[src/rtl/hazard_ctrl.sv]
// Hazard and stall controller for the 5-stage MIPS pipeline.
// It handles load-use bubbles, redirect flushes, memory freezes, the halt drain and a stall counter.
module hazard_ctrl #(
    parameter int LU_BUBBLES   = 1,
    parameter int DRAIN_CYCLES = 3,
    parameter int CNT_W        = 16
) (
    input  logic             clk,
    input  logic             rst,
    input  logic [4:0]       id_rs,
    input  logic [4:0]       id_rt,
    input  logic             id_uses_rt,
    input  logic             ex_mem_to_reg,
    input  logic             ex_reg_write,
    input  logic [4:0]       ex_rt,
    input  logic             ex_halt,
    input  logic             redirect,
    input  logic             mem_busy,
    output logic             pc_write,
    output logic             if_id_write,
    output logic             if_id_flush,
    output logic             id_ex_write,
    output logic             id_ex_bubble,
    output logic             halted,
    output logic [CNT_W-1:0] stall_count
);

    typedef enum logic [1:0] {RUN, LU_STALL, DRAIN, HALTED} state_t;

    // The first bubble is issued from RUN, so LU_STALL only counts the remaining ones.
    localparam logic [2:0]       BCNT_INIT = (LU_BUBBLES > 1) ? 3'(LU_BUBBLES - 2) : 3'd0;
    localparam logic [3:0]       DCNT_INIT = 4'(DRAIN_CYCLES - 1);
    localparam logic [CNT_W-1:0] CNT_MAX   = {CNT_W{1'b1}};

    state_t     state;
    logic [2:0] bcnt;
    logic [3:0] dcnt;
    logic       load_use;

    always_comb begin
        load_use = ex_mem_to_reg && ex_reg_write && (ex_rt != 5'd0) &&
                   ((ex_rt == id_rs) || (id_uses_rt && (ex_rt == id_rt)));
    end

    always_comb begin
        pc_write     = 1'b1;
        if_id_write  = 1'b1;
        if_id_flush  = 1'b0;
        id_ex_write  = 1'b1;
        id_ex_bubble = 1'b0;
        case (state)
            RUN: begin
                if (ex_halt) begin
                    pc_write     = 1'b0;
                    if_id_flush  = 1'b1;
                    id_ex_bubble = 1'b1;
                end else if (redirect) begin
                    if_id_flush  = 1'b1;
                    id_ex_bubble = 1'b1;
                end else if (mem_busy) begin
                    pc_write    = 1'b0;
                    if_id_write = 1'b0;
                    id_ex_write = 1'b0;
                end else if (load_use) begin
                    pc_write     = 1'b0;
                    if_id_write  = 1'b0;
                    id_ex_bubble = 1'b1;
                end
            end
            LU_STALL: begin
                if (redirect) begin
                    if_id_flush  = 1'b1;
                    id_ex_bubble = 1'b1;
                end else if (mem_busy) begin
                    pc_write    = 1'b0;
                    if_id_write = 1'b0;
                    id_ex_write = 1'b0;
                end else begin
                    pc_write     = 1'b0;
                    if_id_write  = 1'b0;
                    id_ex_bubble = 1'b1;
                end
            end
            DRAIN: begin
                pc_write     = 1'b0;
                if_id_flush  = 1'b1;
                id_ex_bubble = 1'b1;
            end
            HALTED: begin
                pc_write    = 1'b0;
                if_id_write = 1'b0;
                id_ex_write = 1'b0;
            end
            default: ;
        endcase
    end

    always_ff @(posedge clk) begin
        if (rst) begin
            state       <= RUN;
            bcnt        <= 3'd0;
            dcnt        <= 4'd0;
            halted      <= 1'b0;
            stall_count <= '0;
        end else begin
            if (!pc_write && (state != HALTED) && (stall_count != CNT_MAX))
                stall_count <= stall_count + 1'b1;
            case (state)
                RUN: begin
                    if (ex_halt) begin
                        state <= DRAIN;
                        dcnt  <= DCNT_INIT;
                    end else if (!redirect && !mem_busy && load_use && (LU_BUBBLES > 1)) begin
                        state <= LU_STALL;
                        bcnt  <= BCNT_INIT;
                    end
                end
                LU_STALL: begin
                    if (redirect) begin
                        state <= RUN;
                    end else if (!mem_busy) begin
                        if (bcnt == 3'd0) state <= RUN;
                        else              bcnt  <= bcnt - 3'd1;
                    end
                end
                DRAIN: begin
                    if (!mem_busy) begin
                        if (dcnt == 4'd0) begin
                            state  <= HALTED;
                            halted <= 1'b1;
                        end else begin
                            dcnt <= dcnt - 4'd1;
                        end
                    end
                end
                HALTED: ;
                default: state <= RUN;
            endcase
        end
    end

endmodule

[config.mk]
export PLATFORM = sky130hd
export DESIGN_NAME = hazard_ctrl
export DESIGN_NICKNAME = d
export VERILOG_FILES = /design/src/rtl/hazard_ctrl.sv
export SDC_FILE = /design/constraint.sdc
export NUM_CORES = 1
export LEC_CHECK = 0
export CORE_MARGIN = 4
export CORE_UTILIZATION = 51
export CTS_BUF_LIST = sky130_fd_sc_hd__clkbuf_16
export DETAILED_ROUTE_END_ITERATION = 7
export PLACE_DENSITY = 0.92
export SYNTH_ARGS = -nofsm -noshare
export SYNTH_HDL_FRONTEND = slang
export SYNTH_SLANG_ARGS = --single-unit
export TNS_END_PERCENT = 100
[constraint.sdc]
create_clock -name clk -period 6 [get_ports clk]
set_clock_uncertainty 0.1 [all_clocks]
set_input_delay 0.9 -clock clk [delete_from_list [all_inputs] [get_ports clk]]
set_output_delay 0.9 -clock clk [all_outputs]
set_load 0.1 [all_outputs]
* Yosys cells after proc, flatten, opt, wreduce, memory -nomap -nowiden
Index checks and enable logic that the tools add are counted.
** Storage, ports and cells
- Logic and storage cells :: 73
- Output and inout port bits :: 22
- Flip-flop bits (word level) :: 26
- Input port bits :: 23
** Cells by class
- Mux-type cells :: 30
- $add $sub $neg :: 3
- Reductions and logical operators :: 19
- Bitwise logic cells :: 3
- Eq/ne operators :: 13
** Operators with widths (number)
- 16-bit by 1-bit adder with 16-bit output, second input constant :: 1
- 16-bit != test, second input constant :: 1
- 1-bit case mux with 3 select lines :: 5
- 1-bit two-way mux :: 14
- 2-bit two-way mux :: 6
- 4-bit two-way mux :: 3
- 5-bit == test :: 2
- 2-bit != test, second input constant :: 5
- 4-bit case mux with 2 select lines :: 1
- 4-bit AND reduction :: 2
- 1-bit logical AND :: 6
- 3-bit != test, second input constant :: 2
- 2-bit case mux with 3 select lines :: 1
- 6-bit AND reduction :: 1
- 5-bit nonzero test :: 1
- 2-bit == test, second input constant :: 2
- 4-bit zero test :: 1
- 4-bit by 1-bit subtractor with 4-bit output, second input constant :: 1
- 3-bit zero test :: 1
- 1-bit NOT :: 3
- 3-bit AND reduction :: 1
- 3-bit nonzero test :: 1
- 3-bit by 1-bit subtractor with 3-bit output, second input constant :: 1
- 2-bit by 1-bit == test with 1-bit output, second input constant :: 1
- 5 further kinds :: 5

* Longest topological paths before layout
- Depth after elaboration :: 12
- Depth in mapped cells :: 9
- Gate-level depth less buffers :: 8

* Least setup slack after synthesis
Ideal clock, no wire load.
- Kind :: input-to-output
- Start :: in ex_rt[1]
- End :: out if_id_write
- Path slack :: 1.063 ns
- Data required time :: 5.000 ns
- Stages on the path :: 4
- Path buffers :: 0
- Data arrival time :: 3.937 ns
- Cells stage by stage :: or4_1 -> o211a_1 -> o21a_1 -> o21ai_0
** Between the ends
- Cells in the longest elaborated chain, start to end :: 9
- Elaborated cells on any way between the ends :: 12
- Classes of those cells :: 2 x eq/ne; 5 x mux; 5 x reduce/logical
** Ends and longest elaborated chain
- from (decl) :: RTL line 15 : input logic [4:0] ex_rt,
- 5-bit == test :: RTL line 42 : ((ex_rt == id_rs) || (id_uses_rt && (ex_rt == id_rt)));
- 1-bit logical AND :: RTL line 42
- 1-bit logical OR :: RTL line 42
- 1-bit logical AND (*) :: RTL line 41 : load_use = ex_mem_to_reg && ex_reg_write && (ex_rt != 5'd0) &&
- 1-bit two-way mux (*) :: RTL line 64 : end else if (load_use) begin
- 1-bit two-way mux (*) :: RTL line 60 : end else if (mem_busy) begin
- 1-bit two-way mux (*) :: RTL line 57 : end else if (redirect) begin
- 1-bit two-way mux (*) :: RTL line 53 : if (ex_halt) begin
- 1-bit case mux with 3 select lines (*) :: RTL line 51 : case (state)
- to (decl) :: RTL line 20 : output logic if_id_write,
Every way passes the cells marked *; elsewhere a longest branch is shown, timed or not.

* Worst setup path in the final report
- Start :: in ex_rt[2]
- End :: out if_id_write
The elaborated chain is that of the path after synthesis.

==> metrics.txt <==
status=finished, final reports clean; Clk pwr share=31.5%; PD cells=224 nW/µm²; Synth cell types=40; Layout Utilization=72.8%; Mean Syn Cell Area=8.20 µm²; DRT iter0 DRCs=62; Final Max Tran Viols=0; CP Max Fanout=3; HPWL Detailed=2650 µm; Antenna diodes=0; Final GP Congestion=0.757; Pleak=0.707 nW; Skew-Pair Late Insertion Delay=260 ps; CTS resizes=0; worst path arrival time=3650 ps; synthesized net count=217; Ys Warns=0; number of nets in the layout=260; global-route wire length before repair=6200 µm; Post-Syn Area=1550 µm²; wire length per cell=13.5 µm; CP max-delay cell=clkdlybuf4s50_1; RSZ-0062 raised after global routing=no; ys async rst share=0%; CTS tree=done; Post-synth EDFFs=0; CTS H-tree depth=1; DRC viols=0; DR pass1 iterations=4; CTS Sinks=26; Main synth FF type=dfxtp_1; Hold WC Path Type=flop to flop; post-synthesis register bit count=26; routed vias/inst=5.74; Logic pwr share=27.8%; total of max-cap violations=0; Worst EP required=5000 ps; layout cells sized above 1=5.22%; Layout Cell Area excl Fill=2060 µm²; Cell Int Power=0.000313 W; setup violators final=0; IO buf count=44; Tmin final=4650 ps; DIE WIDTH=63.1 µm; number of global-route vias before repair=1,425; total gr overflow=0; worst slew pin tran=975 ps; CP Capture Type=output pin; Die Y=63.1 µm; Final TNS setup=0 ps; Antenna Nets Post-Route=0; DP Area=1990 µm²; clk slew on worst S/H paths=60 ps; hold-fix buffers at CTS=0; Cell Rows=19; Core Box Area=2830 µm²; fmax=215 MHz; Max stage delay on crit path=1160 ps; CP dominant cell by count=clkdlybuf4s50_1; full die area=3990 µm²; switching power share of the total=32.0%; Root Buffer=clkbuf_16; num ports=45; largest net degree at the start of global routing=28; Starting Density=54.8%; routed vias=1,497; worst vdd ir=0.170 mV; Setup Fix Bufs, Post-CTS=0; Detailed Route WL=3510 µm; Syn-to-layout area delta=32.9%; Crit path max-delay family=buffers and inverters; number of buffer and inverter stages on the critical path=2; relative slew slack=34.8%; worst-path cell chain=clkdlybuf4s50_1 -> or4_1 -> o211a_1 -> o21a_1 -> o21ai_0 -> clkdlybuf4s50_1; Tcrit/Tclk final=77.4%; Startpoint Class=input port; Crit Path Category=input port to output pin; clk buf depth=2; Seq/Total Area, Yosys=33.6%; Switching Power=0.000147 W; cells after synthesis=189; CTS Buf Count=3; Fin. Hold Viols=0; initial antenna violation count=0; Total GRT Usage=18.6%; sequential fraction of design power=40.7%
## worst paths after layout
check	depth (start not counted)	slack, ps	endpoint	startpoint
worst min-delay path	2	380	halted$_SDFFE_PP0P_	halted$_SDFFE_PP0P_
worst max-delay path	6	1350	if_id_write	ex_rt[2]
worst max register to register	7	3510	stall_count[15]$_SDFFE_PP0P_	stall_count[0]$_SDFFE_PP0P_
worst min register to register	2	380	halted$_SDFFE_PP0P_	halted$_SDFFE_PP0P_
## state kept, by name, indices dropped and copies added (netlist names)
| name | flops |
|---|---|
| bcnt | 3 |
| halted | 1 |
| dcnt | 4 |
| stall_count | 16 |
| state | 2 |
## cells in the final DEF (no fill, tap or decap), types with 4 or more instances in the layout
master / instances
xnor2_1: 13
o31ai_1: 5
ha_1: 5
or3_1: 9
inv_1: 10
a21oi_1: 13
a21oi_2: 5
clkdlybuf4s50_1: 44
nor3_1: 4
dfxtp_1: 26
or4_1: 4
nor2_1: 19
nand3_1: 10
o21ai_1: 8
nor2b_1: 4
nand2_1: 10
o21ai_0: 5
## final cells by class
cell class	instances	area (µm²)
Clock buffer	3	75.1
Fill cell	205	768
Inverter	10	37.5
Multi-Input combinational cell	146	941
Sequential cell	26	520
Tap cell	31	38.8
Timing Repair Buffer	45	448
## power by group through the flow
| stage | Sequential (W) | Clock (W) | Combinational (W) |
|---|---|---|---|
| finish | 0.000188 | 0.000145 | 0.000128 |
| global route | 0.000189 | 0.000154 | 0.000137 |
| CTS | 0.000188 | 0.000146 | 0.000128 |
| detailed placement | 0.000191 | 0 | 0.000128 |
| global placement | 0.000191 | 0 | 0.000127 |
| floorplan | 0.000213 | 0 | 0.0000732 |
## cells in the mapped netlist (3+ instances only)
library cell  count  area share (%)
a211oi_1          3             1.5
o21ai_1           8             2.6
o21ai_0           5             1.6
or4_1             4             1.9
dfxtp_1          26              34
nor4_1            3             1.2
nor2_1           19             4.6
nand3_1          10             3.2
a21oi_2           5             2.8
ha_1              5             4.0
a21oi_1          13             4.2
nor2b_1           4             1.6
or3_1             9             3.6
nand2_1          10             2.4
o31ai_1           5             2.4
nand4_1           3             1.2
nor3_1            4             1.3
inv_1            10             2.4
xnor2_1          13             7.3
clkbuf_1          4            0.97
## kinds of logic after synthesis
kind of cell	Yosys count	synth area share (%)
xor gates and xnor gates	14	7.91
muxes	4	2.74
and+or+nand+nor	73	24.2
buffers and inverters	17	5.73
DFF	26	33.6
AOI/OAI and AO/OA	50	21.8
adders and majority gates	5	4.04
## per-layer routing
metal	share of wire (%)	GRT usage [%]	vias to the layer above
li1	-	-	766
met3	4.7	4.44	4
met5	0	0	-
met1	48	23.7	695
met4	1.0	5.23	0
met2	46	31.2	32
## per-stage QoR
| stage | setup WS, ps | total power (W) | hold WS (ps) | instances |
|---|---|---|---|---|
| final | 1350 | 0.000461 | 381 | 261 |
| after global routing | 1200 | 0.000479 | 431 | 261 |
| after CTS | 1340 | 0.000462 | 387 | 261 |
| after detailed placement | 1360 | 0.000319 | 372 | 258 |
| after global placement | 1350 | 0.000318 | 351 | 258 |
| after floorplan | 1060 | 0.000286 | 378 | 189 |
## worst min-delay path: stages, from the launching register on
cell	delay (ps)
dfxtp_1	330
a21oi_1	40
nor2_1	70
(Power assumes the default switching activity.)
